===== src/rtl/core_buf_loader.sv =====
// core_buf_loader
// Takes one command plus a stream of 72-bit words per layer. It scatters the
// words round-robin across the per-column feature-map or guard buffers of the
// diff core. When the command asks for it, it then kicks the core with a
// valid/ready start and waits for core_finish.
//
// Ports
//   clk, rst_n            clock, asynchronous active-low reset
//   cmd_*                 command channel (valid/ready), fields latched on accept
//   s_valid/s_ready/s_data  word stream, one word per accepted beat
//   load_fm_*             per-column feature-map write ports (flattened, col 0 in LSBs)
//   load_gd_*             per-column guard write ports (flattened, col 0 in LSBs)
//   core_valid/core_ready start handshake towards the core
//   core_bit_mode_i, core_is_diff_i  latched command flags for the core
//   core_finish           completion pulse from the core
//   busy, done, err       status: not idle, completion pulse, illegal-command pulse
module core_buf_loader #(
  parameter int COL_NUM  = 4,
  parameter int FM_DEPTH = 256,
  parameter int GD_DEPTH = 64,
  parameter int FM_AW    = $clog2(FM_DEPTH),
  parameter int GD_AW    = $clog2(GD_DEPTH),
  localparam int CW      = $clog2(COL_NUM) + 1
) (
  input  logic                     clk,
  input  logic                     rst_n,
  input  logic                     cmd_valid,
  output logic                     cmd_ready,
  input  logic                     cmd_target,
  input  logic [FM_AW-1:0]         cmd_base,
  input  logic [7:0]               cmd_rows_m1,
  input  logic [CW-1:0]            cmd_cols,
  input  logic                     cmd_start,
  input  logic                     cmd_bit_mode,
  input  logic                     cmd_is_diff,
  input  logic                     s_valid,
  output logic                     s_ready,
  input  logic [71:0]              s_data,
  output logic [COL_NUM*FM_AW-1:0] load_fm_wr_addr,
  output logic [COL_NUM*72-1:0]    load_fm_din,
  output logic [COL_NUM-1:0]       load_fm_wr_en,
  output logic [COL_NUM*GD_AW-1:0] load_gd_wr_addr,
  output logic [COL_NUM*72-1:0]    load_gd_din,
  output logic [COL_NUM-1:0]       load_gd_wr_en,
  output logic                     core_valid,
  input  logic                     core_ready,
  output logic                     core_bit_mode_i,
  output logic                     core_is_diff_i,
  input  logic                     core_finish,
  output logic                     busy,
  output logic                     done,
  output logic                     err
);

  typedef enum logic [1:0] {IDLE, LOAD, KICK, WAIT_FIN} state_t;

  state_t state, state_nx;

  logic             alive;
  logic             tgt_q;
  logic [FM_AW-1:0] base_q;
  logic [7:0]       rows_q;
  logic [CW-1:0]    cols_q;
  logic             start_q;
  logic [CW-1:0]    col_q;
  logic [7:0]       row_q;

  logic             cmd_fire;
  logic             beat_fire;
  logic             last_beat;
  logic             cmd_legal;
  logic [31:0]      end_row;
  logic [FM_AW-1:0] fm_addr_nx;
  logic [GD_AW-1:0] gd_addr_nx;

  logic [FM_AW-1:0] fm_addr_q [COL_NUM];
  logic [71:0]      fm_din_q  [COL_NUM];
  logic [GD_AW-1:0] gd_addr_q [COL_NUM];
  logic [71:0]      gd_din_q  [COL_NUM];

  // cmd_ready is held low for the first cycle after reset so that every
  // output really is 0 while rst_n is asserted.
  assign cmd_ready  = alive && (state == IDLE);
  assign s_ready    = (state == LOAD);
  assign core_valid = (state == KICK);
  assign busy       = (state != IDLE);

  assign cmd_fire   = cmd_valid && cmd_ready;
  assign beat_fire  = s_valid && s_ready;
  assign last_beat  = beat_fire && (col_q == cols_q - CW'(1)) && (row_q == rows_q);

  assign fm_addr_nx = FM_AW'(32'(base_q) + 32'(row_q));
  assign gd_addr_nx = GD_AW'(32'(base_q[GD_AW-1:0]) + 32'(row_q));

  // Command legality: the last row must fit in the target buffer. The sum is
  // taken at 32 bits so a large base plus rows cannot wrap back into range.
  always_comb begin
    end_row = cmd_target ? (32'(cmd_base[GD_AW-1:0]) + 32'(cmd_rows_m1))
                         : (32'(cmd_base) + 32'(cmd_rows_m1));
    cmd_legal = (cmd_cols != '0) &&
                (32'(cmd_cols) <= 32'(COL_NUM)) &&
                (end_row < (cmd_target ? 32'(GD_DEPTH) : 32'(FM_DEPTH)));
  end

  always_ff @(posedge clk or negedge rst_n) begin
    if (!rst_n) state <= IDLE;
    else        state <= state_nx;
  end

  // A finish that arrives in the KICK cycle (even the handshake cycle) is
  // ignored because only WAIT_FIN looks at core_finish.
  always_comb begin
    state_nx = state;
    case (state)
      IDLE:     if (cmd_fire && cmd_legal) state_nx = LOAD;
      LOAD:     if (last_beat) state_nx = start_q ? KICK : IDLE;
      KICK:     if (core_ready) state_nx = WAIT_FIN;
      WAIT_FIN: if (core_finish) state_nx = IDLE;
      default:  state_nx = IDLE;
    endcase
  end

  // Command latch, row/column walk and status pulses.
  always_ff @(posedge clk or negedge rst_n) begin
    if (!rst_n) begin
      alive           <= 1'b0;
      tgt_q           <= 1'b0;
      base_q          <= '0;
      rows_q          <= '0;
      cols_q          <= '0;
      start_q         <= 1'b0;
      core_bit_mode_i <= 1'b0;
      core_is_diff_i  <= 1'b0;
      col_q           <= '0;
      row_q           <= '0;
      done            <= 1'b0;
      err             <= 1'b0;
    end else begin
      alive <= 1'b1;
      done  <= (state == LOAD && last_beat && !start_q) ||
               (state == WAIT_FIN && core_finish);
      err   <= cmd_fire && !cmd_legal;
      if (cmd_fire) begin
        tgt_q           <= cmd_target;
        base_q          <= cmd_base;
        rows_q          <= cmd_rows_m1;
        cols_q          <= cmd_cols;
        start_q         <= cmd_start;
        core_bit_mode_i <= cmd_bit_mode;
        core_is_diff_i  <= cmd_is_diff;
        col_q           <= '0;
        row_q           <= '0;
      end else if (beat_fire) begin
        if (col_q == cols_q - CW'(1)) begin
          col_q <= '0;
          row_q <= row_q + 8'd1;
        end else begin
          col_q <= col_q + CW'(1);
        end
      end
    end
  end

  // Registered write ports: an accepted beat becomes a one-cycle write on the
  // next cycle. Idle columns keep their last address and data.
  always_ff @(posedge clk or negedge rst_n) begin
    if (!rst_n) begin
      load_fm_wr_en <= '0;
      load_gd_wr_en <= '0;
      for (int c = 0; c < COL_NUM; c++) begin
        fm_addr_q[c] <= '0;
        fm_din_q[c]  <= '0;
        gd_addr_q[c] <= '0;
        gd_din_q[c]  <= '0;
      end
    end else begin
      load_fm_wr_en <= '0;
      load_gd_wr_en <= '0;
      for (int c = 0; c < COL_NUM; c++) begin
        if (beat_fire && col_q == CW'(c)) begin
          if (!tgt_q) begin
            load_fm_wr_en[c] <= 1'b1;
            fm_addr_q[c]     <= fm_addr_nx;
            fm_din_q[c]      <= s_data;
          end else begin
            load_gd_wr_en[c] <= 1'b1;
            gd_addr_q[c]     <= gd_addr_nx;
            gd_din_q[c]      <= s_data;
          end
        end
      end
    end
  end

  for (genvar c = 0; c < COL_NUM; c++) begin : g_flat
    assign load_fm_wr_addr[c*FM_AW +: FM_AW] = fm_addr_q[c];
    assign load_fm_din[c*72 +: 72]           = fm_din_q[c];
    assign load_gd_wr_addr[c*GD_AW +: GD_AW] = gd_addr_q[c];
    assign load_gd_din[c*72 +: 72]           = gd_din_q[c];
  end

endmodule


===== config.mk =====
export PLATFORM = sky130hd
export DESIGN_NAME = core_buf_loader
export DESIGN_NICKNAME = d
export VERILOG_FILES = /design/src/rtl/core_buf_loader.sv
export SDC_FILE = /design/constraint.sdc
export NUM_CORES = 1
export LEC_CHECK = 0
export ABC_AREA = 0
export ABC_CLOCK_PERIOD_IN_PS = 3300
export CORE_AREA = 2 2 289 291
export CTS_BUF_LIST = sky130_fd_sc_hd__clkbuf_4
export DETAILED_ROUTE_END_ITERATION = 10
export DIE_AREA = 0 0 291 293
export DONT_BUFFER_PORTS = 1
export GPL_ROUTABILITY_DRIVEN = 0
export PLACE_DENSITY = 0.52
export SYNTH_ARGS = -nofsm -noshare
export SYNTH_HDL_FRONTEND = slang
export SYNTH_SLANG_ARGS = --single-unit

===== constraint.sdc =====
create_clock -name clk -period 3.3 [get_ports clk]
set_input_delay 0 -clock clk [delete_from_list [all_inputs] [get_ports clk]]
set_output_delay 0 -clock clk [all_outputs]
set_load 0.02 [all_outputs]

==> impl_results.md, run 1 <==
* Clock Power Share at 0.217
* Max Buffers Root-to-Sink at 3
* DRC at 0
* Initial antenna violation count at 6
* Failing checks: hold timing, slew limit
* Synth area leader: dfrtp_1
* TNS Setup at 0 ns
* Skew final at 0.0564 ns
* RSZ-0062 raised after global routing: false
* Cell row count at ~110
* Max H-tree Level at 4
* Core box area at ~0.082 mm^2
* Distinct cells, synth at 40
* Hold crit path type: input port to asynchronous set/reset pin
* CTS tree: done
* Hold_buf cts at a little under 300
* Clock sinks at just under 700
* Static Leak at 0.0154 uW
* Sequential share of the synthesized area at 0.658
* Crit-path slowest cell: dlygate4sd3_1
* Reg clk slew, reported paths at roughly 0.07 ns
* Mapped Cells at ~1700
* CP Data Arrival Time at 3.87 ns
* Commonest non-fill, non-tap cell in the layout: dfrtp_1
* Peak supply drop at between 0.4 and 0.5 mV
* Largest net degree at the start of global routing at 680
* TritonRoute pass-1 iters at 6
* Reg2reg start: cols_q[0]
* CP Capture Type: register
* Fin crit period at ~3 ns
* Overall Power at about 34000 uW
* Root Buffer: clkbuf_4
* Num ports at about 750
* Synth top area share at 0.658
* Worst Reg-to-Reg Cells at 8
* Final WL at 81200 um
* Reg2reg setup slack at 0.30 ns
* Remaining Overflow, GRT at 0
* Area grow syn2layout at 25.8%
* Total setup buffers inserted after CTS at 0
* Top FF cell, synth: dfrtp_1
* CP max FO at 5
* WL per Instance at between 20 and 25 um
* Crit-path cells: inv_1 > ha_1 > xor3_2 > nor4_2 > nand3_1 > a22o_1 > a31o_1 > dlygate4sd3_1
* Cell area after synthesis at roughly 0.026 mm^2
* Fraction of registers with async set/reset at 1.00
* NetSw at ~14000 uW
* Cts repair resizes at 0
* CP required at approximately 4.2 ns
* Nets at ~2200
* Syn avg cell area at between 15 and 20 um^2
* Rel. slew slack at -0.497
* FF+latch count, synth at just under 700
* R2r endpoint: state[0]
* P_int at 20300 uW
* First-pass GRT wire length at ~120000 um
* Sequential power share at 0.577
* Vias per std cell at between 4 and 5
* Port Buffers at 0
* Num CTS Buffers at 184
* Worst skew pair latency at ~1.0 ns
* Worst Tran Pin Value at around 2.2 ns
* Logic pwr share at 0.206
* Routed Antenna Nets at 0
* Max-cap violations at 0
* Vias in the first global route at about 17000
* Initial DRC Count at ~650
* Vias at approximately 16000
* Die footprint at 0.0853 mm^2
* Yosys warnings at 0
* Switching fraction of total power at 0.408
* Outcome: complete, but fails checks
* Leading cell types in the layout, fill and taps excluded: dfrtp_1 (679), mux2_2 (581), dlygate4sd3_1 (295), clkbuf_4 (276), nand2_1 (110)
* Hpwl dp at 51700 um
* Die Span X at just under 300 um
* Maximum clock rate at between 0.3 and 0.4 GHz
* Worst path buffer plus inverter count at 2
* Fin. Hold Viols at 679
* Top cells by area, synth: dfrtp_1 (66%), mux2_2 (25%), nand2_1 (1.6%), ha_1 (1.1%), o21ai_0 (0.91%)
* Net Count, Synth at approximately 1800
* WS Path Type: register to register
* Post-synth EDFFs at 0
* Final Setup Violations at 0
* Pwr dens at ~1100 mW/mm^2
* Max-slew violations at 253
* GRT Util Overall at 0.189
* Crit-path max cell delay at 0.56 ns
* CP delay by family, top: simple AND/OR/NAND/NOR gates
* Final worst path period share at 0.908
* Startpoint class of the critical path: register
* Initial core utilization at 0.315
* Min Hold Slack at -1.30 ns
* Share of layout cells above drive strength 1 at 0.410
* Die height at just under 300 um
[cell type report]
class	count	area [um^2]
fill	7643	49400
sequential	679	17000
multi-input combinational	883	8430
timing repair buffer	320	3300
clock buffer	276	2070
tap	1070	1340
clock inverter	37	223
inverter	20	75.1
antenna	9	22.5
[cell families (layout without fill, tap and decap cells)]
| family | after synthesis | after routing | synth area share |
|---|---|---|---|
| buffers and inverters | 100 | 653 | 0.0170 |
| XOR/XNOR | 23 | 23 | 0.00844 |
| flip-flops | 679 | 679 | 0.658 |
| AO/OA/AOI/OAI | 72 | 72 | 0.0156 |
| adder cells (fa/ha/maj) | 23 | 23 | 0.0114 |
| other | 1 | 10 | 0.000145 |
| multiplexers | 599 | 599 | 0.261 |
| AND/OR/NAND/NOR | 165 | 165 | 0.0276 |
[how the worst max path moves through the flow]
stage / start / to / slack [ns] / cells after the start
6_report: cols_q[0] / state[0] / 0.30 / 8
4_1_cts: register / load_fm_din[116] / 0.34 / 7
5_1_grt: register / err / 0.15 / 5
3_5_place_dp: row_q[0] / load_fm_wr_addr[30] / 0.79 / 8
3_3_place_gp: row_q[0] / load_fm_wr_addr[22] / 0.84 / 8
2_1_floorplan: cols_q[0] / row_q[3] / 1.11 / 7
[per-layer routing]
metal,routed length [um],track usage
met1,30300,0.210
met2,40900,0.315
met3,7010,0.0766
met4,2990,0.0928
met5,27,0
[flip-flops by register name, summed over array words and instances (netlist names), 3 cells and up, named ones only]
register / count
base_q: 8
col_q: 3
cols_q: 3
load_fm_din: 288
load_fm_wr_addr: 32
load_fm_wr_en: 4
load_gd_din: 288
load_gd_wr_addr: 24
load_gd_wr_en: 4
row_q: 8
rows_q: 8
[synthesized netlist by cell type, types with 2 or more instances]
| cell | n |
|---|---|
| and3_1 | 2 |
| mux2i_1 | 2 |
| dfrtp_1 | 679 |
| nor3_1 | 3 |
| a211oi_1 | 2 |
| nand2_1 | 111 |
| and2_1 | 2 |
| nor2b_1 | 6 |
| buf_1 | 11 |
| nor2_1 | 16 |
| o21bai_1 | 2 |
| nor4_1 | 2 |
| ha_1 | 22 |
| or3_1 | 2 |
| mux2_2 | 581 |
| nand4_1 | 6 |
| nand3_1 | 11 |
| clkbuf_1 | 23 |
| o21a_1 | 3 |
| a22oi_1 | 2 |
| mux2_1 | 16 |
| buf_2 | 45 |
| xnor2_1 | 6 |
| o21ai_0 | 47 |
| a21o_1 | 3 |
| inv_1 | 20 |
| a21oi_1 | 9 |
| xor2_1 | 16 |
[power groups by stage]
| stage | registers, uW | clock network (uW) | logic (uW) |
|---|---|---|---|
| final | 19800 | 7440 | 7080 |
| after global routing | 20200 | 8230 | 7780 |
| after CTS | 19900 | 7780 | 7140 |
| after detailed placement | 20000 | 0 | 5930 |
| after global placement | 20000 | 0 | 5670 |
| after floorplan | 18300 | 0 | 4700 |
[per-stage QoR]
stage	setup slack, ns	utilization	cells	hold WS (ns)	area (um^2)
floorplan	1.11	-	1662	-0.296	25800
global placement	0.837	0.332	2677	-0.282	27200
detailed placement	0.794	0.332	2677	-0.274	27200
CTS	0.338	0.396	3285	-1.55	32400
global route	0.148	0.396	3291	-1.49	32500
finish	0.303	0.397	3294	-1.30	32500
Power figures use the tool's default switching activity.
==> run 2, diff against run 1 <==
--- a/config.mk
+++ b/config.mk
@@ -13,6 +13,7 @@
 export DIE_AREA = 0 0 291 293
 export DONT_BUFFER_PORTS = 1
 export GPL_ROUTABILITY_DRIVEN = 0
+export MAX_ROUTING_LAYER = met4
 export PLACE_DENSITY = 0.52
 export SYNTH_ARGS = -nofsm -noshare
 export SYNTH_HDL_FRONTEND = slang
==> impl_results.md, run 2 (same netlist as run 1, synthesis figures left out) <==
* WL per Instance at between 20 and 25 um
* Initial DRC Count at 683
* Rel. slew slack at -0.521
* Metal2 WL at a little over 40000 um
* Port Buffers at 0
* Pwr dens at 1060 mW/mm^2
* Maximum clock rate at 0.335 GHz
* M1 WL at just over 30000 um
* Leading cell types in the layout, fill and taps excluded: dfrtp_1 (679), mux2_2 (581), dlygate4sd3_1 (295), clkbuf_4 (276), nand2_1 (110)
* Hold crit path type: input port to asynchronous set/reset pin
* Routed Antenna Nets at 0
* Num ports at 749
* Worst Tran Pin Value at 2.28 ns
* GRT Util Overall at 0.195
* Min Hold Slack at -1.29 ns
* Reg2reg start: cols_q[0]
* WS Path Type: register to register
* Met3 wire len at slightly below 7000 um
* Fill cells at 7644
* Area grow syn2layout at 25.8%
* Skew final at around 0.055 ns
* Root Buffer: clkbuf_4
* Post-placement cell count at ~2700
* Worst Reg-to-Reg Cells at 8
* Hpwl dp at about 52000 um
* CTS tree: done
* Max-slew violations at 350
* Num CTS Buffers at around 180
* Vias in the first global route at 17337
* Vias per std cell at 4.83
* CP required at approximately 4.2 ns
* Startpoint class of the critical path: register
* Commonest non-fill, non-tap cell in the layout: dfrtp_1
* Final WL at roughly 80000 um
* Max H-tree Level at 4
* Outcome: complete, but fails checks
* Fin crit period at ~3.0 ns
* Hold_buf cts at a little under 300
* Die Span X at just under 300 um
* Reg2reg setup slack at ~0.31 ns
* Core box area at between 0.08 and 0.09 mm^2
* Clock sinks at between 600 and 700
* Multi-input logic area at about 0.0084 mm^2
* Final worst path period share at 0.906
* Finished Layout Cells at 3296
* Largest net degree at the start of global routing at 680
* Fin. Hold Viols at approximately 680
* CP Data Arrival Time at 3.87 ns
* First-pass GRT wire length at 119000 um
* Initial antenna violation count at 7
* CP Capture Type: register
* Die footprint at approximately 0.085 mm^2
* Cell row count at roughly 110
* Vias at 15927
* Overall Power at 34300 uW
* Share of layout cells above drive strength 1 at 0.410
* Worst skew pair latency at 1.02 ns
* TNS Setup at 0 ns
* Die height at 293 um
* Total setup buffers inserted after CTS at 0
* Failing checks: hold timing, slew limit
* Area occupied by registers at about 0.017 mm^2
* Static Leak at approximately 0.015 uW
* R2r endpoint: state[0]
* Initial core utilization at 0.315
* Final Setup Violations at 0
* Max-cap violations at 0
* TritonRoute pass-1 iters at 4
* CP max FO at 5
* Remaining Overflow, GRT at 0
* Peak supply drop at between 0.4 and 0.5 mV
* Reg clk slew, reported paths at approximately 0.07 ns
* DRC at 0
* Top Layer Used: met4
* Nets at about 2200
* Max Buffers Root-to-Sink at 3
* RSZ-0062 raised after global routing: false
==> run 2: critical path, stage by stage (launching register included) <==
cell,delay [ns]
dfrtp_1,0.39
inv_1,0.09
ha_1,0.16
xor3_2,0.47
nor4_2,0.49
nand3_1,0.25
a22o_1,0.29
a31o_1,0.17
dlygate4sd3_1,0.56
==> run 2: per-layer routing <==
| metal | GRT usage | vias to the layer above |
|---|---|---|
| met3 | 0.0750 | 176 |
| met4 | 0.0945 | 0 |
| li1 | - | 6805 |
| met2 | 0.316 | 663 |
| met5 | - | - |
| met1 | 0.210 | 8283 |
==> run 2: area by class of cell <==
| cell class | instances | share of cell area |
|---|---|---|
| well taps | 1070 | 0.0412 |
| clock inverters | 37 | 0.00686 |
| multi-input cells | 883 | 0.260 |
| repair buffers | 320 | 0.102 |
| flip-flops and latches | 679 | 0.523 |
| inverters | 20 | 0.00231 |
| diodes | 11 | 0.000848 |
| clock buffers | 276 | 0.0638 |
==> run 2: worst max path at each step <==
stage,start,end,slack (ns)
global route,register,rows_q[6],0.14
detailed placement,row_q[0],load_fm_wr_addr[30],0.79
finish,cols_q[0],state[0],0.31
CTS,register,load_fm_din[116],0.34
floorplan,cols_q[0],row_q[3],1.11
global placement,row_q[0],load_fm_wr_addr[22],0.84
==> run 2: where the power goes <==
part / internal (uW) / switching (uW)
logic: 4360 / 2720
registers: 12000 / 7810
clock network: 3940 / 3490
total: 20300 / 14000
==> run 2: per-stage QoR <==
stage	hold WS (ns)	instance area, um^2	utilization	worst slack [ns]
final	-1.29	32500	0.397	0.311
after global routing	-1.49	32500	0.397	0.139
after CTS	-1.55	32400	0.396	0.338
after detailed placement	-0.274	27200	0.332	0.794
after global placement	-0.282	27200	0.332	0.837
after floorplan	-0.296	25800	-	1.11
==> run 2: timing repair <==
action / CTS / global route
resized for setup: 0 / 0
hold endpoints to repair: 1324 / 679
setup endpoints to repair: 0 / 0
==> run 3, diff against run 2 <==
==> config.mk (replaced) <==
export PLATFORM = sky130hd
export DESIGN_NAME = core_buf_loader
export DESIGN_NICKNAME = d
export VERILOG_FILES = /design/src/rtl/core_buf_loader.sv
export SDC_FILE = /design/constraint.sdc
export NUM_CORES = 1
export LEC_CHECK = 0
export ABC_AREA = 1
export ABC_CLOCK_PERIOD_IN_PS = 3300
export CORE_AREA = 2 2 294 296
export CTS_BUF_LIST = sky130_fd_sc_hd__clkbuf_4
export DETAILED_ROUTE_END_ITERATION = 10
export DIE_AREA = 0 0 296 298
export DONT_BUFFER_PORTS = 1
export GPL_ROUTABILITY_DRIVEN = 0
export MAX_ROUTING_LAYER = met4
export PLACE_DENSITY = 0.5
export SYNTH_ARGS = -nofsm -noshare
export SYNTH_HDL_FRONTEND = slang
export SYNTH_SLANG_ARGS = --single-unit
==> impl_results.md, run 3 <==
* WS Path Type: register to register
* Reg clk slew, reported paths at roughly 0.06 ns
* Finished Cell Area at roughly 0.031 mm^2
* Nets at 2903
* Leading cell types in the layout, fill and taps excluded: nand2_1 (765), dfrtp_1 (679), o21ai_0 (569), clkbuf_4 (259), dlygate4sd3_1 (236)
* Post-synth EDFFs at 0
* Distinct cells, synth at 33
* Rel. slew slack at -0.200
* Initial antenna violation count at 10
* Pwr dens at 1060 mW/mm^2
* CP Data Arrival Time at roughly 4.0 ns
* Max H-tree Level at 4
* Area grow syn2layout at 22.8%
* Cell area after synthesis at approximately 0.025 mm^2
* Worst skew pair latency at between 1 and 1.5 ns
* Commonest non-fill, non-tap cell in the layout: nand2_1
* Initial DRC Count at between 1000 and 1500
* RSZ-0062 raised after global routing: false
* Syn avg cell area at 10.1 um^2
* DRC at 0
* Max-slew violations at 158
* Fin. Hold Viols at approximately 680
* Net Count, Synth at 2605
* Worst Tran Pin Value at ~1.8 ns
* CP max FO at 4
* Mapped Cells at roughly 2500
* GRT Util Overall at 0.197
* CTS tree: done
* Final WL at 85400 um
* Total setup buffers inserted after CTS at 0
* Vias in the first global route at a little under 20000
* Area occupied by registers at between 0.015 and 0.02 mm^2
* Final worst path period share at 0.933
* Remaining Overflow, GRT at 0
* Top-count cell post-synth: nand2_1
* WL per Instance at about 21 um
* CP Capture Type: register
* Peak supply drop at 0.479 mV
* Cell row count at 107
* Top FF cell, synth: dfrtp_1
* Synth top area share at 0.675
* Die footprint at between 0.08 and 0.09 mm^2
* Die height at 298 um
* Hold crit path type: input port to asynchronous set/reset pin
* CP required at about 4.2 ns
* Outcome: complete, but fails checks
* Share of layout cells above drive strength 1 at 0.111
* Startpoint class of the critical path: register
* Synth area leader: dfrtp_1
* Failing checks: hold timing, slew limit
* Root Buffer: clkbuf_4
* Die Span X at around 300 um
* Routed Antenna Nets at 0
* Skew final at 0.0704 ns
* Final Setup Violations at 0
* Sequential share of the synthesized area at 0.675
* Min Hold Slack at -1.30 ns
* FF+latch count, synth at a little under 700
* First-pass GRT wire length at about 130000 um
* TNS Setup at 0 ns
* TritonRoute pass-1 iters at 7
* Fraction of registers with async set/reset at 1.00
* Static Leak at 0.0150 uW
* Core box area at 0.0849 mm^2
* Maximum clock rate at 0.325 GHz
* Port Buffers at 0
* Initial core utilization at 0.297
* Num CTS Buffers at roughly 180
* Fill cells at about 8600
* Vias per std cell at between 4 and 5
* Clock sinks at slightly below 700
* Top cells by area, synth: dfrtp_1 (67%), nand2_1 (11%), o21ai_0 (11%), buf_2 (2.3%), inv_1 (1.9%)
* Yosys warnings at 0
* Max Buffers Root-to-Sink at 3
* Num ports at approximately 750
* Hpwl dp at between 50000 and 60000 um
* Placed Instance Area at ~0.026 mm^2
* Largest net degree at the start of global routing at 680
* Max-cap violations at 0
* Fin crit period at 3.08 ns
* Vias at roughly 19000
* Top post-synthesis cells by count: nand2_1 (769), dfrtp_1 (679), o21ai_0 (569)
* Multi-input logic area at about 0.0071 mm^2
-- run 3: changes by cell type after synthesis, moves of 9 or more --
cell and delta:
mux2_1 -16, buf_1 -11, nand3_1 +9, inv_1 +109, nand2_1 +658, mux2_2 -581
buf_2 +70, o21ai_1 +69, o21ai_0 +522
-- run 3: final timing paths --
kind                           start                   to  slack [ns]  depth (start not counted)
max                         register             register        0.22                         10
min                            rst_n     load_gd_din[185]       -1.30                          0
max reg2reg                 register             register        0.22                         10
min reg2reg                  start_q             register        0.53                          2
max in group asynchronous      rst_n  load_fm_wr_addr[13]        3.16                          0
min in group clk           s_data[5]       load_fm_din[5]        0.12                          3
-- run 3: area by class of cell --
class | count | share of cell area
Sequential cell | 679 | 0.549
Multi-Input combinational cell | 1529 | 0.229
Timing Repair Buffer | 256 | 0.0845
Clock buffer | 259 | 0.0629
Tap cell | 1144 | 0.0463
Inverter | 132 | 0.0161
Clock inverter | 54 | 0.0109
Antenna cell | 7 | 0.000566
-- run 3: metrics by stage --
step | util | power, uW | setup slack (ns) | hold slack [ns] | cells
global route | 0.364 | 34900 | 0.0489 | -1.45 | 4058
CTS | 0.364 | 33100 | 0.0881 | -1.55 | 4052
floorplan | - | 22000 | 1.48 | -0.296 | 2481
finish | 0.364 | 32700 | 0.222 | -1.30 | 4060
detailed placement | 0.309 | 25000 | 0.631 | -0.281 | 3504
global placement | 0.309 | 24700 | 0.766 | -0.281 | 3504
-- run 3: cells by family (layout without fill, tap and decap cells) --
group,Yosys count,count (layout),synth area share
AO/OA/AOI/OAI,660,660,0.132
other,1,8,0.000149
XOR/XNOR,14,14,0.00487
AND/OR/NAND/NOR,831,831,0.129
buffers and inverters,273,701,0.0470
flip-flops,679,679,0.675
adder cells (fa/ha/maj),23,23,0.0117
-- run 3: per-layer routing --
metal  GRT usage  vias up  wire (um)
met2       0.311      911      40900
met5           -        -          0
met1       0.215     9271      32000
met4      0.0925        0       3240
li1            -     8752          -
met3      0.0809      196       9260
-- run 3: power breakdown --
part	switching [uW]	total, uW	internal, uW
Combinational	3360	5700	2340
Clock	3500	7400	3910
Sequential	7770	19600	11900
Total	14600	32700	18100
-- run 3: timing repair --
item | 4_1_cts | 5_1_grt
resized for setup | 0 | 1
endpoints found under the setup margin | 0 | 9
hold endpoints to repair | 1323 | 680
hold buffers | 235 | 1
-- run 3: critical path, stage by stage (launching register included) --
cell and delay, ns:
dfrtp_1 0.41, inv_1 0.13, nor3_1 0.06, dlygate4sd3_1 0.56, or2_2 0.30, dlygate4sd3_1 0.56
a21oi_1 0.13, dlygate4sd3_1 0.62, nand3_1 0.09, nand2_1 0.08, nand2_1 0.05
